File: src/rtl/rtc_pkg.sv
// Shared definitions for the RTC display path: RTC register map, BCD field
// positions inside the time/date words, and the poll FSM state type.
package rtc_pkg;

    typedef enum logic [7:0] {
        CTRL       = 8'h00,
        STATUS     = 8'h04,
        SET_DATE   = 8'h08,
        SET_TIME   = 8'h0C,
        ALARM_DATE = 8'h10,
        CUR_DATE   = 8'h14,
        CUR_TIME   = 8'h18,
        ALARM_TIME = 8'h1C,
        IRQ_EN     = 8'h20,
        IRQ_STATUS = 8'h24,
        PRESCALE   = 8'h28
    } rtc_reg_t;

    // Time word is 00_HH_MM_SS, date word is YYYY_MM_DD.
    localparam int unsigned TIME_W        = 24;
    localparam int unsigned TIME_MIN_LSB  = 8;
    localparam int unsigned TIME_HOUR_LSB = 16;
    localparam int unsigned DATE_MON_LSB  = 8;
    localparam int unsigned DATE_YEAR_LSB = 16;

    typedef enum logic [2:0] {
        IDLE,
        RD_TIME,
        GAP1,
        RD_DATE,
        COMMIT
    } poll_state_t;

    function automatic logic [3:0] bcd_nibble(input logic [31:0] word, input logic [2:0] idx);
        return word[{idx, 2'b00} +: 4];
    endfunction

endpackage

File: src/rtl/rtc_bcd7seg.sv
// BCD nibble to seven-segment decoder; non-decimal nibbles and blanked digits
// light nothing. Output is active-high {g,f,e,d,c,b,a}.
module rtc_bcd7seg (
    input  logic [3:0] nibble,
    input  logic       blank,
    output logic [6:0] seg
);

    always_comb begin
        seg = '0;
        if (!blank) begin
            case (nibble)
                4'd0:    seg = 7'h3F;
                4'd1:    seg = 7'h06;
                4'd2:    seg = 7'h5B;
                4'd3:    seg = 7'h4F;
                4'd4:    seg = 7'h66;
                4'd5:    seg = 7'h6D;
                4'd6:    seg = 7'h7D;
                4'd7:    seg = 7'h07;
                4'd8:    seg = 7'h7F;
                4'd9:    seg = 7'h6F;
                default: seg = '0;
            endcase
        end
    end

endmodule

File: src/rtl/rtc_seg_display.sv
// Polls the RTC current-time/current-date registers over the mem_* bus and
// scans the latched BCD snapshot onto an 8-digit multiplexed 7-segment display.
module rtc_seg_display
    import rtc_pkg::*;
#(
    parameter logic [31:0] RTC_BASE       = 32'h8100_9000,
    parameter logic [31:0] POLL_CYCLES    = 32'd1_000_000,
    parameter logic [31:0] SCAN_CYCLES    = 32'd100_000,
    parameter logic [15:0] TIMEOUT_CYCLES = 16'd64,
    parameter logic        SEG_ACTIVE_LOW = 1'b1
) (
    input  logic        clk,
    input  logic        reset,
    input  logic        show_date,
    input  logic        rtc_irq,
    output logic        mem_valid,
    output logic        mem_instr,
    input  logic        mem_ready,
    output logic [31:0] mem_addr,
    output logic [31:0] mem_wdata,
    output logic [3:0]  mem_wstrb,
    input  logic [31:0] mem_rdata,
    output logic [6:0]  seg,
    output logic        dp,
    output logic [7:0]  an,
    output logic        bus_err
);

    poll_state_t state, state_next;

    logic              irq_d;
    logic              irq_pulse;
    logic              pending;
    logic              enter_rd_time;
    logic              timeout_hit;
    logic              abort;
    logic [31:0]       poll_cnt;
    logic [15:0]       timeout_cnt;
    logic [TIME_W-1:0] time_shadow, time_disp;
    logic [31:0]       date_shadow, date_disp;

    logic [31:0]       scan_cnt;
    logic [2:0]        digit_idx;
    logic              mode_date;
    logic              scan_en;
    logic [3:0]        nibble;
    logic              blank;
    logic              dp_on;
    logic [6:0]        seg_raw;

    assign mem_instr = 1'b0;
    assign mem_wdata = '0;
    assign mem_wstrb = '0;

    assign irq_pulse   = rtc_irq & ~irq_d;
    assign timeout_hit = (timeout_cnt == TIMEOUT_CYCLES - 16'd1);

    always_comb begin
        state_next = state;
        case (state)
            IDLE:    if (pending || poll_cnt >= POLL_CYCLES - 32'd1) state_next = RD_TIME;
            RD_TIME: if (mem_ready) state_next = GAP1;
                     else if (timeout_hit) state_next = IDLE;
            GAP1:    state_next = RD_DATE;
            RD_DATE: if (mem_ready) state_next = COMMIT;
                     else if (timeout_hit) state_next = IDLE;
            COMMIT:  state_next = IDLE;
            default: state_next = IDLE;
        endcase
    end

    assign enter_rd_time = (state == IDLE) && (state_next == RD_TIME);
    assign abort = (state == RD_TIME || state == RD_DATE) && !mem_ready && timeout_hit;

    always_ff @(posedge clk) begin
        if (reset) begin
            state       <= IDLE;
            mem_valid   <= 1'b0;
            mem_addr    <= '0;
            bus_err     <= 1'b0;
            irq_d       <= 1'b0;
            pending     <= 1'b1;
            poll_cnt    <= '0;
            timeout_cnt <= '0;
            time_shadow <= '0;
            date_shadow <= '0;
            time_disp   <= '0;
            date_disp   <= '0;
        end else begin
            state   <= state_next;
            irq_d   <= rtc_irq;
            // An edge coinciding with poll entry is absorbed by that poll.
            pending  <= (pending | irq_pulse) & ~enter_rd_time;
            poll_cnt <= enter_rd_time ? '0 : poll_cnt + 32'd1;

            if ((state_next == RD_TIME || state_next == RD_DATE) && state_next == state)
                timeout_cnt <= timeout_cnt + 16'd1;
            else
                timeout_cnt <= '0;

            // Registered from next state so valid falls right after ready is seen.
            mem_valid <= (state_next == RD_TIME) || (state_next == RD_DATE);
            if (state_next == RD_TIME)
                mem_addr <= RTC_BASE + {24'h0, CUR_TIME};
            else if (state_next == RD_DATE)
                mem_addr <= RTC_BASE + {24'h0, CUR_DATE};

            if (state == RD_TIME && mem_ready) time_shadow <= mem_rdata[TIME_W-1:0];
            if (state == RD_DATE && mem_ready) date_shadow <= mem_rdata;
            if (state == COMMIT) begin
                time_disp <= time_shadow;
                date_disp <= date_shadow;
            end
            if (abort) bus_err <= 1'b1;
        end
    end

    always_comb begin
        nibble = '0;
        blank  = 1'b0;
        if (mode_date)
            nibble = bcd_nibble(date_disp, digit_idx);
        else if (digit_idx >= 3'd6)
            blank = 1'b1;
        else
            nibble = bcd_nibble({8'h00, time_disp}, digit_idx);
    end

    always_comb begin
        dp_on = 1'b0;
        if (mode_date)
            dp_on = (digit_idx == 3'(DATE_YEAR_LSB / 4)) || (digit_idx == 3'(DATE_MON_LSB / 4));
        else
            dp_on = (digit_idx == 3'(TIME_HOUR_LSB / 4)) || (digit_idx == 3'(TIME_MIN_LSB / 4));
    end

    rtc_bcd7seg u_dec (
        .nibble (nibble),
        .blank  (blank),
        .seg    (seg_raw)
    );

    always_ff @(posedge clk) begin
        if (reset) begin
            scan_cnt  <= '0;
            digit_idx <= '0;
            mode_date <= 1'b0;
            scan_en   <= 1'b0;
            an        <= {8{SEG_ACTIVE_LOW}};
            seg       <= {7{SEG_ACTIVE_LOW}};
            dp        <= SEG_ACTIVE_LOW;
        end else begin
            scan_en <= 1'b1;
            if (scan_cnt == SCAN_CYCLES - 32'd1) begin
                scan_cnt  <= '0;
                digit_idx <= digit_idx + 3'd1;
                mode_date <= show_date;
            end else begin
                scan_cnt <= scan_cnt + 32'd1;
            end
            // Outputs stay dark for the first cycle out of reset.
            if (scan_en) begin
                an  <= (8'd1 << digit_idx) ^ {8{SEG_ACTIVE_LOW}};
                seg <= seg_raw ^ {7{SEG_ACTIVE_LOW}};
                dp  <= dp_on ^ SEG_ACTIVE_LOW;
            end
        end
    end

endmodule

File: config.mk
export PLATFORM = sky130hd
export DESIGN_NAME = rtc_seg_display
export DESIGN_NICKNAME = d
export VERILOG_FILES = /design/src/rtl/rtc_pkg.sv /design/src/rtl/rtc_bcd7seg.sv /design/src/rtl/rtc_seg_display.sv
export SDC_FILE = /design/constraint.sdc
export NUM_CORES = 1
export LEC_CHECK = 0
export BUFFER_PORTS_ARGS = -buffer_cell sky130_fd_sc_hd__buf_2
export CORE_ASPECT_RATIO = 0.8
export CORE_MARGIN = 10
export CORE_UTILIZATION = 53
export DETAILED_ROUTE_END_ITERATION = 12
export MAX_ROUTING_LAYER = met4
export PLACE_DENSITY = 0.82
export SYNTH_ARGS = -nofsm -noshare
export SYNTH_HDL_FRONTEND = slang
export SYNTH_SLANG_ARGS = --single-unit
File: constraint.sdc
create_clock -name clk -period 3.58 [get_ports clk]
set_input_delay 0.179 -clock clk [delete_from_list [all_inputs] [get_ports clk]]
set_output_delay 0.179 -clock clk [all_outputs]
set_load 0.05 [all_outputs]
==> results.yml <==
worst_setup_path:
  r2r_setup_slack_ns: 0.83
  crit_fanout: 18
  worstSetupEndpoint: "seg[5]"
  cp_slowest_stage_delay_ns: 0.81
  worst-setup-path-type: "reg -> reg"
  crit_path_end_kind: "flip-flop"
  startpoint: "digit_idx[1]"
  cp_slowest_cell: "dfxtp_1"
  required_ns: 3.94
  r2r-end: "seg[5]"
  r2r_cells: 9
  cp.arrival_ns: 3.11
  crit_path_frequent_cell: "nand2_1"
  start_kind: "flip-flop"
  timing.rr.start: "digit_idx[1]"
  crit_chain: "mux2_2 -> a222oi_1 -> nand2_1 -> nand2_1 -> inv_1 -> ha_1 -> and2_1 -> o21ai_1 -> a21oi_1"
logic_synthesis:
  synthTopCellsByCount: "nand2_1, dfxtp_1, a21oi_1"
  synth_xor_area_share_pct: 6.62
  synth_top_family_by_area: "simple AND/OR/NAND/NOR gates"
  ys_top_cells_by_area: "dfxtp_1, nand2_1, a21oi_1"
  synthMuxAreaShare_pct: 4.12
  synth_top_cell_by_area: "dfxtp_1"
  synth_top_flop_cell: "dfxtp_1"
  synth_cell_types: 54
  synth_fa_ha_area_share_pct: 1.81
  synth_top_area_share_pct: 46.2
  synth-edff-count: 0
  ys_warn_count: 0
  synth.most_common_cell: "nand2_1"
  synth_seq_cells: 223
  async_reset_ff_share_pct: 0
  syn_inst: 1164
  postSynthAreaPerCell_sq_um: 8.30
  synth_area_sq_um: 9660
  synth_compound_area_share_pct: 9.33
  synth_seq_area_share_pct: 46.2
  yosys.area_share.simple_pct: 23.5
sta:
  worst_pin_slew_ns: 1.08
  relSlewSlack_pct: 27.9
  finalHoldViolCount: 0
  hold_slack_ns: 0.0931
  rsz0062_at_grt: "no"
  fin_skew_ns: 0.0123
  finalSetupViolCount: 0
  max_freq_mhz: 364
  finalSetupTns_ns: 0
  min_period_ns: 2.75
  drv_slew: 0
  finalCritPeriodShare_pct: 76.8
route:
  routed_wirelength_mm: 22.5
  drc_errors: 0
  routedWlPerCell_um: 15.3
  dr.pass1.iters: 6
  drt_iter0_drc: 631
  via_count: 7814
  ant_nets: 0
  via_per_inst: 5.31
die:
  die-width_um: 171
  io_pins: 124
  rows: 44
  die_y_um: 141
  dieArea_sq_um: 24100
  core_sq_um: 18000
  start_util_pct: 53.7
final_layout:
  fin_cells: 1471
  drive_gt1_share_pct: 10.6
  nNetsFinal: 1278
  final_area_sq_um: 10900
  areaGrowthSynthToFinish_pct: 12.4
  nFillCells: 1527
clock_tree:
  root_buffer: "clkbuf_16"
  cts.sinks: 223
  htree_num_levels: 1
  clk-insertion-delay-late_ns: 0.50
  post-cts-setup-buffers: 0
  numCtsBuffers: 22
  clk_path_buf_depth: 3
  tritoncts: "yes"
  clk_pin_slew_ns: 0.06
global_routing:
  antenna_found_initial: 3
  grt_overflow: 0
  grt_first_pass_wirelength_mm: 37.1
  grt_use_total_pct: 18.7
  grt_start_max_net_pins: 72
  grt_pass1_vias: 7329
place:
  place_inst: 1399
  gp_congestion: 0.904
  portBuffers: 61
  placed_cell_area_sq_um: 9820
  hpwl_mm: 14.9
power:
  pwr_density_cell_nw_per_um2: 484
  p_leak_uw: 0.00397
  ir_drop_v: 0.000293
min_path:
  min_path_type: "in -> reg"
status:
  status: "finished clean"
run:
  drv_cap: 0
[area by class of cell]
| type | count | area [sq um] | area share, % |
|---|---|---|---|
| Clock inverter | 3 | 40.0 | 0.368 |
| Tap cell | 230 | 288 | 2.65 |
| Multi-Input combinational cell | 858 | 4630 | 42.6 |
| Timing Repair Buffer | 103 | 708 | 6.52 |
| Antenna cell | 3 | 7.51 | 0.0691 |
| Inverter | 19 | 71.3 | 0.656 |
| Clock buffer | 32 | 659 | 6.07 |
| Sequential cell | 223 | 4460 | 41.1 |
[kinds of logic after synthesis]
logic type	after synthesis
buffers and inverters	144
XOR/XNOR	73
multiplexers	26
AO/OA/AOI/OAI	162
adder cells (fa/ha/maj)	14
other	1
flip-flops	223
AND/OR/NAND/NOR	521
[report_power, final]
part | switching, uW | internal, uW | total [uW]
Sequential | 34.4 | 2530 | 2560
Clock | 919 | 1340 | 2260
Combinational | 345 | 96.0 | 441
[through the flow]
stage | total power (uW) | worst slack [ns] | utilization, %
global placement | 3010 | 1.00 | 54.5
global route | 5430 | 0.582 | 60.4
detailed placement | 3020 | 0.893 | 54.5
floorplan | 3000 | 1.09 | -
CTS | 5280 | 0.842 | 60.3
finish | 5260 | 0.832 | 60.4
[layout by cell type (no fill, tap or decap), types with 4 or more instances in the layout]
master,Yosys,layout
and4_1,10,10
o21ai_0,13,13
nor2_1,109,109
and2_1,5,4
conb_1,1,62
or4_1,4,4
dlygate4sd3_1,0,34
dfxtp_1,223,223
mux4_2,10,10
nand4_1,11,11
inv_1,18,18
nand3_1,37,37
ha_1,14,14
clkbuf_8,0,5
nor4_1,11,11
clkbuf_1,48,4
nor3_1,16,16
clkbuf_16,0,23
mux2_2,8,8
and3_1,15,15
buf_4,67,9
buf_2,6,60
mux2i_1,6,6
a21oi_1,125,125
xnor2_1,38,38
xor2_1,35,35
nor2b_1,7,7
nand2_1,281,281
[worst min-delay path by stage]
stage | startpoint | to | slack, ns | cells after the start
CTS | mem_ready | bus_err | 0.09 | 4
detailed placement | mem_rdata[30] | date_shadow[30] | 0.43 | 3
finish | mem_ready | bus_err | 0.09 | 4
floorplan | rtc_irq | irq_d | 0.31 | 1
global route | mem_ready | bus_err | 0.16 | 4
global placement | mem_rdata[31] | date_shadow[31] | 0.42 | 3
[state kept, by name, indices dropped and copies added (netlist names)]
name,flops
scan_cnt,32
poll_cnt,32
mem_addr,3
bus_err,1
mem_valid,1
an,8
irq_d,1
mode_date,1
timeout_cnt,16
time_shadow,24
date_disp,32
state,3
date_shadow,32
time_disp,24
scan_en,1
dp,1
pending,1
digit_idx,3
seg,7
[metal layers]
metal | vias up | share of wire, % | global-route usage [%]
li1 | 3870 | - | -
met4 | 0 | 1.7 | 4.29
met5 | - | 0 | -
met2 | 275 | 44 | 27.8
met3 | 35 | 7.8 | 3.54
met1 | 3634 | 46 | 25.8
[critical path: cells and delay by family (launching register included)]
kind	cells	cell delay, ns
flops	1	0.81
simple gates	3	0.39
compound gates	3	0.72
mux	1	0.41
fa+ha+maj	1	0.19
buf+inv	1	0.09
[repair_timing]
item	4_1_cts	5_1_grt
hold buffers	34	0
hold endpoints to repair	58	0
resized for setup	0	0
Power figures use the tool's default switching activity.
